===== src/rtl/hazard_unit.sv =====
// Pipeline hazard control: load-use bubbles, multi-cycle EX stalls and branch flushes.
// Optional HAZARD_PERF_CNT_EN adds load-stall, mc-stall and flush cycle counters.
module hazard_unit #(
  parameter int FLUSH_DEPTH = 2,
  parameter int MC_TIMEOUT  = 64
) (
  input  logic       clk,
  input  logic       rst,
  input  logic [4:0] id_rs_1,
  input  logic [4:0] id_rs_2,
  input  logic       id_uses_rs_1,
  input  logic       id_uses_rs_2,
  input  logic       ex_mem_read,
  input  logic [4:0] ex_rd,
  input  logic       ex_branch_taken,
  input  logic       ex_mc_start,
  input  logic       ex_mc_done,
  output logic       stall_if,
  output logic       stall_id,
  output logic       stall_ex,
  output logic       bubble_ex,
  output logic       flush_if,
  output logic       flush_id,
  output logic       mc_timeout
`ifdef HAZARD_PERF_CNT_EN
  ,
  output logic [31:0] perf_load_stalls,
  output logic [31:0] perf_mc_stall_cycles,
  output logic [31:0] perf_flush_cycles
`endif
);

  localparam logic [1:0] RUN     = 2'd0;
  localparam logic [1:0] MC_WAIT = 2'd1;
  localparam logic [1:0] FLUSH   = 2'd2;

  localparam logic [2:0] FLUSH_RELOAD = 3'(FLUSH_DEPTH - 1);
  localparam logic [7:0] MC_MAX       = 8'(MC_TIMEOUT);

  logic [1:0] state_q, state_d;
  logic [2:0] fcnt_q, fcnt_d;
  logic [7:0] mcnt_q, mcnt_d;
  logic       to_q, to_d;
  logic       load_use;
  logic       s_front, s_ex, s_bub, s_flush;

  assign load_use = ex_mem_read && (ex_rd != 5'd0) &&
                    ((id_uses_rs_1 && (id_rs_1 == ex_rd)) ||
                     (id_uses_rs_2 && (id_rs_2 == ex_rd)));

  always_comb begin
    state_d = state_q;
    fcnt_d  = fcnt_q;
    mcnt_d  = mcnt_q;
    to_d    = to_q;
    s_front = 1'b0;
    s_ex    = 1'b0;
    s_bub   = 1'b0;
    s_flush = 1'b0;
    case (state_q)
      MC_WAIT: begin
        if (ex_mc_done) begin
          state_d = RUN;
        end else begin
          s_front = 1'b1;
          s_ex    = 1'b1;
          if (mcnt_q != MC_MAX) mcnt_d = mcnt_q + 8'd1;
          // Sticky: once the wait hits the limit, the flag stays until reset.
          if (mcnt_d == MC_MAX) to_d = 1'b1;
        end
      end
      FLUSH: begin
        s_flush = 1'b1;
        if (ex_branch_taken) begin
          fcnt_d = FLUSH_RELOAD;
        end else if (fcnt_q <= 3'd1) begin
          fcnt_d  = 3'd0;
          state_d = RUN;
        end else begin
          fcnt_d = fcnt_q - 3'd1;
        end
      end
      default: begin
        if (ex_branch_taken) begin
          s_flush = 1'b1;
          if (FLUSH_DEPTH > 1) begin
            state_d = FLUSH;
            fcnt_d  = FLUSH_RELOAD;
          end
        end else if (ex_mc_start && !ex_mc_done) begin
          s_front = 1'b1;
          s_ex    = 1'b1;
          state_d = MC_WAIT;
          mcnt_d  = 8'd1;
        end else if (!ex_mc_start && load_use) begin
          s_front = 1'b1;
          s_bub   = 1'b1;
        end
      end
    endcase
  end

  always_ff @(posedge clk or negedge rst) begin
    if (!rst) begin
      state_q <= RUN;
      fcnt_q  <= 3'd0;
      mcnt_q  <= 8'd0;
      to_q    <= 1'b0;
    end else begin
      state_q <= state_d;
      fcnt_q  <= fcnt_d;
      mcnt_q  <= mcnt_d;
      to_q    <= to_d;
    end
  end

  // Inputs feed the strobes combinationally, so gate them while reset is held.
  assign stall_if   = rst & s_front;
  assign stall_id   = rst & s_front;
  assign stall_ex   = rst & s_ex;
  assign bubble_ex  = rst & s_bub;
  assign flush_if   = rst & s_flush;
  assign flush_id   = rst & s_flush;
  assign mc_timeout = rst & to_q;

`ifdef HAZARD_PERF_CNT_EN
  always_ff @(posedge clk or negedge rst) begin
    if (!rst) begin
      perf_load_stalls     <= 32'd0;
      perf_mc_stall_cycles <= 32'd0;
      perf_flush_cycles    <= 32'd0;
    end else begin
      if (s_bub)   perf_load_stalls     <= perf_load_stalls + 32'd1;
      if (s_ex)    perf_mc_stall_cycles <= perf_mc_stall_cycles + 32'd1;
      if (s_flush) perf_flush_cycles    <= perf_flush_cycles + 32'd1;
    end
  end
`endif

endmodule


===== config.mk =====
export PLATFORM = sky130hd
export DESIGN_NAME = hazard_unit
export DESIGN_NICKNAME = d
export VERILOG_FILES = /design/src/rtl/hazard_unit.sv
export SDC_FILE = /design/constraint.sdc
export NUM_CORES = 1
export LEC_CHECK = 0
export ABC_AREA = 1
export BUFFER_PORTS_ARGS = -buffer_cell sky130_fd_sc_hd__buf_2
export CAP_MARGIN = 25
export CORE_UTILIZATION = 47
export CTS_CLUSTER_DIAMETER = 150
export DETAILED_ROUTE_END_ITERATION = 7
export GPL_TIMING_DRIVEN = 0
export PLACE_DENSITY = 0.84
export SYNTH_ARGS = -nofsm -noshare
export SYNTH_HDL_FRONTEND = slang
export SYNTH_SLANG_ARGS = --single-unit

===== constraint.sdc =====
create_clock -name clk -period 1.5 [get_ports clk]
set_input_delay 0.3 -clock clk [delete_from_list [all_inputs] [get_ports clk]]
set_output_delay 0.3 -clock clk [all_outputs]
set_load 0.005 [all_outputs]

==> results.yml <==
timing:
  worstMarginPinSlew_ns: 0.6047
  fmax_ghz: 0.4812
  hold_ws_ns: 0.3388
  worst_slack_ns: -0.5779
  fin_crit_sh_pct: 138.5
  rsz0062_at_grt: "true"
  period_needed_ns: 2.078
  relSlewSlack_pct: 59.55
  maxSlewViolCount: 0
  skew_ns: 0.005228
  hold_viol_final: 0
  finalSetupViolations: 8
routing:
  route.vias.total: 1228
  drt-total-wl_um: 2812
  dr.pass1.iters: 4
  routedWlPerCell_um: 11.52
  ant_nets: 0
  drtIter0Drc: 36
  drc: 0
  via_per_inst: 5.033
yosys:
  ys_ff_latch: 14
  avgSynthCellArea_sq_um: 6.589
  synth_cells: 173
  syn_nets: 202
  syn-cell-area_sq_um: 1140
  ys_warn_count: 0
  seq_area_frac_synth_pct: 30.74
  synth.distinct_cells: 23
clock_network:
  clk_pin_slew_ns: 0.08
  cts_buffers: 3
  clockBufferDepth: 2
  clk_latency_ns: 0.28
  cts_tree: "yes"
  cts_num_sinks: 14
  htreeDepth: 1
  root_buffer: "clkbuf_4"
finish:
  area_growth_pct: 32.38
  fin_area_sq_um: 1509
  drive_above_1_share_pct: 30.56
  n_fill_cell: 212
  num_antenna_cells: 0
  nNetsFinal: 246
hold_path:
  holdPathStages: 3
  holdPathEnd: "state_q[1]"
  min_path_type: "in2reg"
  min_from: "ex_branch_taken"
setup_path:
  critPathMaxFanout: 3
  worstSetupPathType: "reg2out"
  ff2ff_setup_slack_ns: -0.13
  reg2reg_depth: 11
  worst_setup_path_start_kind: "flop"
  r2r_end: "state_q[1]"
  critPathMaxStageDelay_ns: 0.43
  arrival_ns: 1.78
  crit_path_top_delay_cell: "dfrtp_1"
  r2r-start: "state_q[1]"
  critPathRequiredTime_ns: 1.20
  cp-end-kind: "primary output"
  crit_chain: "ha_4, inv_2, nor2_4, inv_2, nor2_1, nand2_1, inv_1, nand2_2, buf_4, inv_1, buf_2"
pwr:
  power.density_nw_per_um2: 1521
  peakVddDrop_uv: 1215
  p_leak_nw: 0.8177
global_routing:
  grt_max_degree: 15
  grt_first_pass_wirelength_um: 4505
  track_usage_pct: 22.76
  antenna_found_initial: 0
  grt_pass1_vias: 1099
  grt-ovfl-total: 0
die:
  fp-row-count: 17
  die_area_sq_um: 2626
  pin_count: 30
  fp.coreArea_sq_um: 2255
  start_util_pct: 50.55
  die_w_um: 51.25
  die_h_um: 51.25
place:
  io_buffer_count: 29
  place_ws_ns: -0.3339
  dp_hpwl_um: 2002
  gp_congestion: 0.9173
  place_area_sq_um: 1335
outcome:
  status: "finished with violations"
  violations: "negative setup slack"
job:
  cap_violations: 0
Yosys cell counts, drive strengths merged:
master / number / share of area (%)
nand2: 44 / 15
ha: 6 / 6.6
clkinv: 1 / 0.33
nor2: 20 / 6.8
xnor2: 4 / 3.1
a31oi: 1 / 0.55
buf: 2 / 1.3
nand4: 3 / 1.6
o31ai: 1 / 1.9
dfrtp: 14 / 31
inv: 37 / 12
o21ai: 12 / 5.3
or2: 1 / 0.77
a21oi: 5 / 2.5
nor3: 1 / 0.44
nand3: 11 / 4.8
o22ai: 6 / 3.3
xor2: 4 / 3.1
critical path, delay by kind of cell (launching register included):
family,cells,cell delay [ns]
adder cells (fa/ha/maj),1,0.29
buffers and inverters,6,0.43
flip-flops,1,0.43
AND/OR/NAND/NOR,4,0.36
stage by stage:
| stage | cells | TNS (ns) | power [mW] | utilization (%) |
|---|---|---|---|---|
| 2_1_floorplan | 173 | -0.1074 | 1.494 | - |
| 3_3_place_gp | 230 | -0.9326 | 1.732 | 59.21 |
| 3_5_place_dp | 230 | -1.061 | 1.765 | 59.21 |
| 4_1_cts | 240 | -2.479 | 2.170 | 64.32 |
| 5_1_grt | 244 | -4.209 | 2.489 | 66.93 |
| 6_report | 244 | -3.217 | 2.295 | 66.93 |
cell families (layout without fill, tap and decap cells):
group / after synthesis / after routing / share of synthesized area, %
AO/OA/AOI/OAI: 25 / 25 / 13.50
AND/OR/NAND/NOR: 80 / 80 / 29.20
flip-flops: 14 / 14 / 30.74
XOR/XNOR: 8 / 8 / 6.146
adder cells (fa/ha/maj): 6 / 6 / 6.586
buffers and inverters: 40 / 83 / 13.83
flip-flops by register name, indices dropped and copies added, names as in the netlist:
signal,count
state_q,2
fcnt_q,3
mcnt_q,8
to_q,1
area by class of cell:
| class | instances | area [sq um] | share of cell area, % |
|---|---|---|---|
| Buffer | 2 | 18.77 | 1.244 |
| Clock buffer | 4 | 36.28 | 2.405 |
| Inverter | 38 | 145.1 | 9.619 |
| Multi-Input combinational cell | 119 | 693.2 | 45.94 |
| Sequential cell | 14 | 351.6 | 23.30 |
| Tap cell | 28 | 35.03 | 2.322 |
| Timing Repair Buffer | 39 | 229.0 | 15.17 |
routing by layer:
metal  global-route usage, %  wire length, um
met5                       0                0
met2                   38.38             1448
met3                   5.357              114
met4                   6.757               34
met1                   28.76             1214
repair_timing:
item                                    4_1_cts  5_1_grt
gates cloned                                  0        0
hold endpoints to repair                     14        0
resized for setup                             8       11
hold buffers                                  1        0
endpoints found under the setup margin       12       16
setup buffers                                 5        4
pin swaps                                     7        6
cell usage in the layout, fill, tap and decap left out, types with 2 or more instances in the layout:
master    instances
clkbuf_4          3
nand2_1          41
inv_1            30
ha_4              2
xnor2_1           4
dfrtp_1          13
buf_2            28
buf_6             2
xor2_1            3
a21oi_1           4
o22ai_1           6
nand3_1          10
nand2_2           3
ha_1              3
o21ai_0           7
nor2_1           18
inv_2             6
buf_4            10
nor2_4            2
nand4_1           3
o21ai_1           4
how the worst max path moves through the flow:
stage                    start         to  slack, ns  cells past startpoint
floorplan           state_q[1]   stall_if      -0.11                     10
global placement    state_q[1]   stall_if      -0.29                     10
detailed placement  state_q[1]   stall_if      -0.33                     10
CTS                 state_q[1]   stall_if      -0.49                     11
global route        state_q[1]  bubble_ex      -0.68                     11
finish              state_q[1]  bubble_ex      -0.58                     11
power by group:
group	switching, mW	leakage [nW]	internal, mW
Combinational	0.760	0.621	0.582
Clock	0.120	0.0210	0.148
Sequential	0.158	0.176	0.527
Note: power is estimated with default switching activity, not from simulation.
